<file path="config.mk">
export PLATFORM = sky130hd
export DESIGN_NAME = excp_commit
export DESIGN_NICKNAME = d
export VERILOG_FILES = /design/src/rtl/excp_commit.sv
export SDC_FILE = /design/constraint.sdc
export NUM_CORES = 1
export LEC_CHECK = 0
export CAP_MARGIN = 20
export CORE_MARGIN = 3
export CORE_UTILIZATION = 35
export DETAILED_ROUTE_END_ITERATION = 7
export PLACE_DENSITY = 0.66
export SYNTH_ARGS = -nofsm -noshare
export SYNTH_HDL_FRONTEND = slang
export SYNTH_SLANG_ARGS = --single-unit
</file>
<file path="constraint.sdc">
create_clock -name clk -period 3.5 [get_ports clk]
set_input_delay 0.7 -clock clk [delete_from_list [all_inputs] [get_ports clk]]
set_output_delay 0.7 -clock clk [all_outputs]
set_load 0.03 [all_outputs]
</file>
<file path="src/rtl/excp_commit.sv">
// -----------------------------------------------------------------------------
// excp_commit -- commit-side trap sequencer in front of the CSR file.
//
// Watches the oldest retiring instruction. When it carries an exception (ERTN
// included) or the CSR interrupt level is high at the moment of commit, the
// trap is recorded, outstanding memory traffic is drained, the CSR trap
// interface is driven for exactly one cycle and the CSR-supplied target PC is
// handed to fetch through a valid/ready redirect handshake.
//
// Ports
//   clk, resetn                    clock, asynchronous active-low reset
//   commit_valid/commit_ready      commit handshake (ready only while idle)
//   commit_pc, commit_excp*        retiring instruction and its exception tag
//   commit_badv*, commit_vppn_vld  faulting address and TLB-related flag
//   interrupt                      CSR interrupt level, sampled at commit only
//   mem_busy                       memory traffic still outstanding
//   raise_excp, excp_type, pc_in   CSR trap interface (one-cycle pulse)
//   badv_we/badv_data              BADV update
//   vppn_we/vppn_data              TLB VPPN update (badv[31:13])
//   csr_pc_out                     CSR trap/ERTN target, combinational
//   flush                          kill younger pipeline state
//   redirect_valid/pc/ready        new fetch PC handshake
//   trap_count                     wrapping count of raise_excp pulses
// -----------------------------------------------------------------------------
package excp_commit_pkg;

    // {Ecode, EsubCode} as seen by the CSR file.
    typedef struct packed {
        logic [5:0] ecode;
        logic [8:0] esubcode;
    } excp_t;

    localparam excp_t EXCP_INT  = {6'h00, 9'h000};
    // ERTN is not an architectural exception; it borrows an otherwise unused
    // EsubCode under Ecode 0 so the CSR file can tell it apart from INT.
    localparam excp_t EXCP_ERTN = {6'h00, 9'h001};
    localparam excp_t EXCP_ADEF = {6'h08, 9'h000};
    localparam excp_t EXCP_ALE  = {6'h09, 9'h000};
    localparam excp_t EXCP_TLBR = {6'h3F, 9'h000};

endpackage

module excp_commit
    import excp_commit_pkg::*;
#(
    parameter int CNT_W = 32
) (
    input  logic             clk,
    input  logic             resetn,
    input  logic             commit_valid,
    output logic             commit_ready,
    input  logic [31:0]      commit_pc,
    input  logic             commit_excp,
    input  excp_t            commit_excp_type,
    input  logic             commit_badv_vld,
    input  logic [31:0]      commit_badv,
    input  logic             commit_vppn_vld,
    input  logic             interrupt,
    input  logic             mem_busy,
    output logic             raise_excp,
    output excp_t            excp_type,
    output logic [31:0]      pc_in,
    output logic             badv_we,
    output logic [31:0]      badv_data,
    output logic             vppn_we,
    output logic [18:0]      vppn_data,
    input  logic [31:0]      csr_pc_out,
    output logic             flush,
    output logic             redirect_valid,
    output logic [31:0]      redirect_pc,
    input  logic             redirect_ready,
    output logic [CNT_W-1:0] trap_count
);

    typedef enum logic [1:0] {
        IDLE  = 2'd0,
        DRAIN = 2'd1,
        RAISE = 2'd2,
        REDIR = 2'd3
    } state_t;

    // VPPN is the 8 KiB-page-aligned part of the faulting address.
    function automatic logic [18:0] f_vppn(input logic [31:0] addr);
        return addr[31:13];
    endfunction

    state_t            r_state;
    excp_t             r_rec_type;
    logic [31:0]       r_rec_pc;
    logic [31:0]       r_rec_badv;
    logic              r_rec_badv_vld;
    logic              r_rec_vppn_vld;

    logic              r_commit_ready;
    logic              r_raise_excp;
    excp_t             r_excp_type;
    logic [31:0]       r_pc_in;
    logic              r_badv_we;
    logic [31:0]       r_badv_data;
    logic              r_vppn_we;
    logic [18:0]       r_vppn_data;
    logic              r_flush;
    logic              r_redirect_valid;
    logic [31:0]       r_redirect_pc;
    logic [CNT_W-1:0]  r_trap_count;

    logic              w_fire;
    logic              w_take;
    excp_t             w_rec_type;
    logic              w_rec_badv_vld;
    logic              w_rec_vppn_vld;

    assign w_fire = commit_valid && r_commit_ready;
    assign w_take = interrupt || commit_excp;

    // Trap record contents: a pending interrupt wins over any exception and
    // carries no address side effects.
    always_comb begin
        w_rec_type     = EXCP_INT;
        w_rec_badv_vld = 1'b0;
        w_rec_vppn_vld = 1'b0;
        if (interrupt) begin
            w_rec_type     = EXCP_INT;
            w_rec_badv_vld = 1'b0;
            w_rec_vppn_vld = 1'b0;
        end else begin
            w_rec_type     = commit_excp_type;
            w_rec_badv_vld = commit_badv_vld && (commit_excp_type != EXCP_ERTN);
            w_rec_vppn_vld = commit_vppn_vld;
        end
    end

    // Trap sequencer: state, trap record and every registered output.
    always_ff @(posedge clk or negedge resetn) begin
        if (!resetn) begin
            r_state          <= IDLE;
            r_rec_type       <= EXCP_INT;
            r_rec_pc         <= 32'h0000_0000;
            r_rec_badv       <= 32'h0000_0000;
            r_rec_badv_vld   <= 1'b0;
            r_rec_vppn_vld   <= 1'b0;
            r_commit_ready   <= 1'b0;
            r_raise_excp     <= 1'b0;
            r_excp_type      <= EXCP_INT;
            r_pc_in          <= 32'h0000_0000;
            r_badv_we        <= 1'b0;
            r_badv_data      <= 32'h0000_0000;
            r_vppn_we        <= 1'b0;
            r_vppn_data      <= 19'h0_0000;
            r_flush          <= 1'b0;
            r_redirect_valid <= 1'b0;
            r_redirect_pc    <= 32'h0000_0000;
            r_trap_count     <= {CNT_W{1'b0}};
        end else begin
            // CSR trap strobes are single-cycle; excp_type deliberately holds.
            r_raise_excp <= 1'b0;
            r_pc_in      <= 32'h0000_0000;
            r_badv_we    <= 1'b0;
            r_badv_data  <= 32'h0000_0000;
            r_vppn_we    <= 1'b0;
            r_vppn_data  <= 19'h0_0000;
            r_flush      <= 1'b0;

            case (r_state)
                IDLE: begin
                    // commit_ready comes up one cycle after reset release.
                    if (w_fire && w_take) begin
                        r_rec_type     <= w_rec_type;
                        r_rec_pc       <= commit_pc;
                        r_rec_badv     <= commit_badv;
                        r_rec_badv_vld <= w_rec_badv_vld;
                        r_rec_vppn_vld <= w_rec_vppn_vld;
                        r_commit_ready <= 1'b0;
                        r_state        <= DRAIN;
                    end else begin
                        r_commit_ready <= 1'b1;
                        r_state        <= IDLE;
                    end
                end
                DRAIN: begin
                    if (!mem_busy) begin
                        r_raise_excp <= 1'b1;
                        r_excp_type  <= r_rec_type;
                        r_pc_in      <= r_rec_pc;
                        r_badv_we    <= r_rec_badv_vld;
                        r_badv_data  <= r_rec_badv;
                        r_vppn_we    <= r_rec_vppn_vld;
                        r_vppn_data  <= f_vppn(r_rec_badv);
                        r_flush      <= 1'b1;
                        r_state      <= RAISE;
                    end else begin
                        r_state      <= DRAIN;
                    end
                end
                RAISE: begin
                    // csr_pc_out still reflects pre-trap CSR state here.
                    r_redirect_pc    <= csr_pc_out;
                    r_redirect_valid <= 1'b1;
                    r_trap_count     <= r_trap_count + CNT_W'(1);
                    r_state          <= REDIR;
                end
                REDIR: begin
                    if (redirect_ready) begin
                        r_redirect_valid <= 1'b0;
                        r_commit_ready   <= 1'b1;
                        r_state          <= IDLE;
                    end else begin
                        r_redirect_valid <= 1'b1;
                        r_state          <= REDIR;
                    end
                end
                default: begin
                    r_redirect_valid <= 1'b0;
                    r_commit_ready   <= 1'b0;
                    r_state          <= IDLE;
                end
            endcase
        end
    end

    assign commit_ready   = r_commit_ready;
    assign raise_excp     = r_raise_excp;
    assign excp_type      = r_excp_type;
    assign pc_in          = r_pc_in;
    assign badv_we        = r_badv_we;
    assign badv_data      = r_badv_data;
    assign vppn_we        = r_vppn_we;
    assign vppn_data      = r_vppn_data;
    assign flush          = r_flush;
    assign redirect_valid = r_redirect_valid;
    assign redirect_pc    = r_redirect_pc;
    assign trap_count     = r_trap_count;

endmodule

</file>
==> metrics.cfg, run 1 <==
[floorplan]
floorplan.die_area_sq_mm=0.0270
start_util=0.359
row_count=57
die_x_um=164
ios=288
fp.coreArea_sq_mm=0.0245
die_h_um=164

[timing]
worst_slack_ns=1.08
slew_violations=0
fin_skew_ns=0.00607
slew_headroom=0.320
fin_setup_tns_ns=0
rsz0062_at_grt=false
finalCritPeriodShare=0.692
final_hold_viol_count=0
period_minus_slack_ns=2.42
setup_violations=0
max_freq_ghz=0.413
worstMarginPinSlew_ns=1.02

[global_routing]
grt_use_total=0.155
overflow=0
grt_max_degree=103
antenna_found_initial=0
grt_pass1_wl_um=33200
grt_pass1_vias=6205

[clock_network]
root_buffer=clkbuf_16
htree_levels=1
cts_buffer_depth=3
clk_latency_ns=0.51
cts_setup_buffers=0
cts_tree=built
ctsResizeCount=0
clk_pin_slew_ns=0.06
numCtsBuffers=26
cts_sinks=231
hold_buffers=0

[routing]
drtIter0Drc=224
routedWlPerCell_um=15.8
detail-route-antenna-nets=0
drt-total-wl_um=21500
drc=0
dr_total_vias=6049
via_per_inst=4.44
drtPass1Iterations=6

[power]
leakagePower_nw=5.92
cellPowerDensity_mw_per_mm2=801
ir_drop_uv=450

[finish]
diodes=0
nNetsFinal=1143
drive_gt1_frac=0.107
syn2layout_area_growth_pct=45.9
multi_input_area_sq_mm=0.00274
fin_area_sq_mm=0.0128
ff_latch_area_sq_mm=0.00578
num-fill-cells=2151

[yosys]
ys_ff_latch=231
syn_avg_cell_area_sq_um=11.7
syn_inst=749
syn_area_sq_mm=0.00878
synth_top_family_by_area=simple AND/OR/NAND/NOR gates
synth-edff-count=0
synth_fa_ha_area_frac=0.00143
synth_most_common_cell=nand2_1
synthFlopType=dfrtp_1
synth_compound_area_frac=0.00528
synth_common_cells=240 x nand2_1, 231 x dfrtp_1, 67 x and2_1
synthXorXnorAreaFrac=0.0309
syn_nets=870
yosys.area_share.simple=0.209
async_reset_ff_frac=1.00
synth_area_leaders=dfrtp_1 66%, nand2_1 10%, mux2_2 6.2%
synthMuxAreaShare=0.0616
synth_top_area_frac=0.659
yosysWarnings=0
synth_area_leader_cell=dfrtp_1
seq_area_frac_synth=0.659
synth.distinct_cells=32

[critical_path]
worstPathCellList=clkdlybuf4s50_1
cp_data_arrival_time_ns=1.72
crit_buf_inv=1
slowest_delay_ns=0.72
critPathKind=flop to output pin
critPathSlowestCell=clkdlybuf4s50_1
worstSetupStartpointType=flop
endpoint_kind=output pin
crit_required_ns=2.80
crit_fanout=6
cp_top_family=buffers and inverters

[flow_run]
cap_violations=0

[placement]
placed_area_sq_mm=0.0119
dp_hpwl_um=15000
port_buffers=287
dp_slack_ns=1.05
gp_congestion=0.764

[worst_hold_path]
holdCritPathClass=input pin to async pin

[status]
status=finished, final reports clean

-- final cells by class --
cell class | instances | area share
well taps | 324 | 0.0317
inverters | 1 | 0.000293
clock inverters | 10 | 0.00977
clock buffers | 35 | 0.0590
flip-flops and latches | 231 | 0.451
repair buffers | 297 | 0.234
multi-input cells | 465 | 0.214
-- registers in the layout, summed over array words and instances, names as in the netlist --
signal          cells
flush               1
r_rec_badv_vld      1
vppn_we             1
r_state             2
trap_count         32
vppn_data          18
badv_we             1
excp_type          15
r_rec_type         15
r_rec_pc           32
redirect_valid      1
r_rec_badv         32
redirect_pc        32
commit_ready        1
pc_in              32
badv_data          14
r_rec_vppn_vld      1
-- per-stage QoR --
stage / utilization / hold slack, ns / total power, mW / instances
after detailed placement: 0.487 / 0.448 / 7.62 / 1318
final: 0.523 / 0.198 / 10.3 / 1363
after global routing: 0.523 / 0.268 / 10.9 / 1363
after floorplan: - / 0.404 / 6.09 / 749
after global placement: 0.487 / 0.448 / 7.55 / 1318
after CTS: 0.523 / 0.242 / 10.4 / 1363
-- per-layer routing --
layer / global-route usage / wire length, um / vias to the layer above
met5: 0 / 0 / -
met4: 0.0358 / 335 / 0
met3: 0.0555 / 2100 / 31
met2: 0.266 / 10300 / 195
met1: 0.187 / 8820 / 2893
li1: - / - / 2930
-- worst reg2reg max path, stage by stage (launching register included) --
cell      delay, ns
dfrtp_1        0.48
nor2_1         0.34
o2111a_4       0.63
buf_12         0.32
nand4b_1       0.14
nand2_1        0.07
-- power by group --
group / switching [mW] / internal, mW
combinational: 1.97 / 1.56
clock: 1.03 / 1.72
sequential: 0.448 / 3.53
total: 3.45 / 6.81
-- path summary, 6_finish.rpt --
path	start	end	slack, ns	cells after the start
worst max-delay path	trap_count[0]	trap_count[0]	1.08	1
worst min-delay path	resetn	badv_data[8]	0.20	1
worst max register to register	r_state[1]	r_rec_badv_vld	1.46	5
worst min register to register	r_rec_badv_vld	r_rec_badv_vld	0.45	2
max in group asynchronous	resetn	vppn_data[14]	2.38	2
min in group clk	r_rec_badv_vld	r_rec_badv_vld	0.45	2
-- layout by cell type (no fill, tap or decap), types with 2 or more instances in the layout --
master,instances
clkdlybuf4s50_1,286
nand2_1,240
dfrtp_1,231
and2_1,67
mux2_2,48
clkbuf_16,27
xnor2_1,26
nand3b_1,16
nand3_1,13
nand4_1,11
nor2_1,8
clkinv_2,7
buf_4,7
and3_1,5
xor2_1,5
clkbuf_8,5
and4_1,4
nor4_1,3
bufinv_16,3
clkbuf_1,3
buf_12,3
nor4_4,2
nor3_1,2
nor4_2,2
-- kinds of logic (layout without fill, tap and decap cells) --
kind of cell,count (synthesis),count (layout)
compound gates,6,6
xor+xnor,31,31
fa+ha+maj,1,1
buf+inv,53,343
flops,231,231
mux,48,48
simple gates,379,379
Power figures use the tool's default switching activity.
==> run 2: changes to the inputs <==
Settings changed: PLACE_DENSITY 0.66 to 0.68.
Clock period 3.5 ns to 2.14 ns, I/O delays scaled along.
==> run 2 against run 1 <==
Against the previous run:
- register-to-register slack got worse by 1.1 ns
- worst setup slack got worse by 1.0 ns
- design area increased by 1.3%
- final cell count increased by 0.95%
- total power increased by 65%
- clock skew about the same
- clock power increased by 66%
- sequential power increased by 64%
- first-iteration DRC count increased by 13%
- via count increased by 1.7%
- combinational power increased by 66%
- die area unchanged
==> metrics.cfg, run 2 (same netlist as run 1, synthesis figures left out) <==
[worst_hold_path]
holdCritPathClass=input pin to flop
hold_depth=3

[floorplan]
start_util=0.359
die_x_um=164
floorplan.die_area_sq_mm=0.0270
fp.coreArea_sq_mm=0.0245
die_h_um=164
row_count=57
ios=288

[routing]
detail-route-antenna-nets=0
via_per_inst=4.47
drtPass1Iterations=5
drt-total-wl_um=22000
routedWlPerCell_um=16.0
drc=0
drtIter0Drc=254
dr_total_vias=6154

[status]
status=finished, final reports clean

[timing]
slew_headroom=0.652
finalCritPeriodShare=0.976
fin_skew_ns=0.00591
max_freq_ghz=0.479
final_hold_viol_count=0
worst_slack_ns=0.0507
rsz0062_at_grt=false
hold_ws_ns=0.440
period_minus_slack_ns=2.09
fin_setup_tns_ns=0
slew_violations=0
setup_violations=0
worstMarginPinSlew_ns=0.518

[global_routing]
grt_use_total=0.159
grt_max_degree=66
antenna_found_initial=1
overflow=0
grt_pass1_vias=6268
grt_pass1_wl_um=33800

[critical_path]
slowest_delay_ns=0.74
critPathKind=flop to output pin
crit_fanout=5
path_depth=1
worstPathCellList=clkdlybuf4s50_1
endpoint_kind=output pin
crit_required_ns=1.71
cp_data_arrival_time_ns=1.66
critPathSlowestCell=clkdlybuf4s50_1
cp_top_family=buffers and inverters
crit_buf_inv=1
worstSetupStartpointType=flop
rr_worst_depth=5

[placement]
dp_slack_ns=0.204
gp_congestion=0.757
port_buffers=287
placed_area_sq_mm=0.0121
dp_hpwl_um=15800

[finish]
multi_input_area_sq_mm=0.00274
fin_area_sq_mm=0.0130
ff_latch_area_sq_mm=0.00578
nNetsFinal=1155
syn2layout_area_growth_pct=47.8
layout_commonest_cell=clkdlybuf4s50_1
drive_gt1_frac=0.116
layout_common_cells=273 x clkdlybuf4s50_1, 240 x nand2_1, 231 x dfrtp_1
num-fill-cells=2150
diodes=0

[clock_network]
cts_buffer_depth=3
cts_setup_buffers=0
htree_levels=1
numCtsBuffers=25
cts_tree=built
clk_latency_ns=0.51
cts_sinks=231
clk_pin_slew_ns=0.06
root_buffer=clkbuf_16

[power]
combPwrFrac=0.346
p_sw_frac=0.339
p_int_mw=11.2
cellPowerDensity_mw_per_mm2=1310
clkPwrFrac=0.269
leakagePower_nw=6.09
ir_drop_uv=700
p_sw_mw=5.74
p_seq_frac=0.384

[flow_run]
cap_violations=0

## run 2: what timing repair did
item / CTS / global route
setup endpoints to repair: 9 / 4
gates resized for setup: 9 / 4
hold buffers: 1 / 0
gates cloned: 0 / 0
endpoints found under the hold margin: 57 / 0
## run 2: layout make-up
| class | count | area share |
|---|---|---|
| Timing Repair Buffer | 310 | 0.243 |
| Tap cell | 324 | 0.0313 |
| Multi-Input combinational cell | 465 | 0.211 |
| Clock buffer | 35 | 0.0558 |
| Clock inverter | 10 | 0.0125 |
| Sequential cell | 231 | 0.446 |
| Inverter | 1 | 0.000289 |
## run 2: worst paths after layout
kind | from | slack [ns] | endpoint
min reg2reg | r_rec_type[13] | 0.46 | r_rec_type[13]
min | commit_badv[6] | 0.44 | r_rec_badv[6]
max reg2reg | r_state[1] | 0.38 | r_rec_type[11]
max in group asynchronous | resetn | 1.00 | redirect_pc[24]
min in group asynchronous | resetn | 0.45 | badv_data[8]
max | trap_count[19] | 0.05 | trap_count[19]
## run 2: worst reg2reg max path, cell delays in order (launching register included)
cell      delay, ns
dfrtp_1        0.48
nor2_1         0.34
o2111a_4       0.46
buf_12         0.22
nand3b_1       0.11
nand2_1        0.08
## run 2: layer usage
layer / GRT usage / part of all wire
met1: 0.198 / 0.41
met2: 0.263 / 0.47
met3: 0.0557 / 0.095
met4: 0.0404 / 0.025
met5: 0 / 0.00050
## run 2: stage by stage
step	util	instances	total power, mW
5_1_grt	0.530	1376	17.9
4_1_cts	0.530	1376	17.2
3_3_place_gp	0.494	1330	12.5
6_report	0.530	1376	17.0
2_1_floorplan	-	749	9.96
3_5_place_dp	0.494	1330	12.6
## run 2: power by group through the flow
stage	Clock [mW]	Sequential [mW]	Combinational, mW
final	4.57	6.52	5.87
after global routing	4.88	6.70	6.35
after floorplan	0	7.89	2.07
after detailed placement	0	6.60	6.00
after global placement	0	6.55	5.91
after CTS	4.69	6.54	5.99
==> run 3: changes to the inputs <==
Settings changed: PLACE_DENSITY 0.68 to 0.66.
==> run 3 against run 2 <==
Against the previous run:
- maximum frequency up 0.33%
- non-clock buffer count decreased by 2
- via count shrank 0.26%
- critical endpoint is now trap_count[3]
==> metrics.cfg, run 3 (same netlist as run 1, synthesis figures left out) <==
[clock_network]
numCtsBuffers=25
htree_levels=1
root_buffer=clkbuf_16
cts_setup_buffers=0
cts_sinks=231
clk_pin_slew_ns=0.06
cts_buffer_depth=3
cts_tree=built
clk_latency_ns=0.51

[critical_path]
cp_top_family=buffers and inverters
crit_fanout=3
critPathKind=flop to output pin
r2r-start=r_state[1]
crit_required_ns=1.71
critPathSlowestCell=clkdlybuf4s50_1
slowest_delay_ns=0.73
endpoint_kind=output pin
crit_buf_inv=1
worstPathCellList=clkdlybuf4s50_1
worstSetupStartpointType=flop
cp-startpoint=trap_count[3]
cp_data_arrival_time_ns=1.65

[routing]
detail-route-antenna-nets=0
routedWlPerCell_um=15.7
drc=0
drtIter0Drc=290
via_per_inst=4.48
dr_total_vias=6138
drt-total-wl_um=21500
drtPass1Iterations=4

[timing]
final_hold_viol_count=0
slew_violations=0
fin_setup_tns_ns=0
max_freq_ghz=0.480
setup_violations=0
worstMarginPinSlew_ns=0.535
rsz0062_at_grt=false
fin_skew_ns=0.0190
slew_headroom=0.641
worst_slack_ns=0.0576
period_minus_slack_ns=2.08
finalCritPeriodShare=0.973

[worst_hold_path]
holdCritPathClass=input pin to async pin

[power]
leakagePower_nw=6.12
ir_drop_uv=705
cellPowerDensity_mw_per_mm2=1290

[global_routing]
grt_pass1_wl_um=33300
grt_pass1_vias=6183
grt_use_total=0.156
grt_max_degree=59
overflow=0
antenna_found_initial=0

[placement]
placed_area_sq_mm=0.0121
port_buffers=287
dp_slack_ns=0.138
gp_congestion=0.753
dp_hpwl_um=15500

[floorplan]
die_x_um=164
start_util=0.359
die_h_um=164
fp.coreArea_sq_mm=0.0245
floorplan.die_area_sq_mm=0.0270
ios=288
row_count=57

[finish]
syn2layout_area_growth_pct=47.0
layout_commonest_cell=clkdlybuf4s50_1
nNetsFinal=1153
final_core_util=0.527
fin_area_sq_mm=0.0129
layout_common_cells=272 x clkdlybuf4s50_1, 240 x nand2_1, 231 x dfrtp_1
drive_gt1_frac=0.112
diodes=0

[status]
status=finished, final reports clean

[flow_run]
cap_violations=0

run 3: final timing paths:
kind | end | slack (ns) | depth (start not counted)
min in group clk | r_rec_pc[16] | 0.43 | 3
max in group asynchronous | trap_count[20] | 1.06 | 3
hold / removal | badv_data[8] | 0.42 | 2
setup / recovery | trap_count[3] | 0.06 | 1
setup reg to reg | trap_count[27] | 0.36 | 5
hold reg to reg | r_rec_vppn_vld | 0.46 | 2
run 3: layer usage:
layer	up-vias	GRT usage	part of all wire
met4	0	0.0350	0.019
met5	-	0	0
met3	32	0.0545	0.093
met2	205	0.261	0.48
li1	2953	-	-
met1	2948	0.195	0.40
run 3: area by class of cell:
class | count | area, sq um
multi-input cells | 465 | 2740
clock buffers | 31 | 668
inverters | 1 | 3.75
repair buffers | 308 | 3160
well taps | 324 | 405
clock inverters | 11 | 136
fillers | 2182 | 11600
flip-flops and latches | 231 | 5780
run 3: metrics by stage:
| stage | hold slack, ns | cells | power [mW] |
|---|---|---|---|
| 2_1_floorplan | 0.132 | 749 | 9.96 |
| 3_3_place_gp | 0.375 | 1328 | 12.5 |
| 3_5_place_dp | 0.370 | 1328 | 12.6 |
| 4_1_cts | 0.412 | 1371 | 16.8 |
| 5_1_grt | 0.418 | 1371 | 17.6 |
| 6_report | 0.421 | 1371 | 16.6 |
run 3: power by group:
part,total (mW),switching (mW),internal (mW)
logic,5.87,3.25,2.62
registers,6.51,0.741,5.77
clock network,4.20,1.64,2.56
total,16.6,5.63,11.0
run 3: repair_timing:
item / 4_1_cts / 5_1_grt
hold endpoints to repair: 43 / 0
resized for setup: 6 / 8
pin swaps: 0 / 0
hold buffers: 1 / 0
endpoints found under the setup margin: 6 / 8
run 3: worst register-to-register path, delay by kind of cell, from the launching register on:
family | cells | cell delay (ns)
xor gates and xnor gates | 1 | 0.15
buffers and inverters | 1 | 0.22
DFF | 1 | 0.53
and+or+nand+nor | 3 | 0.74
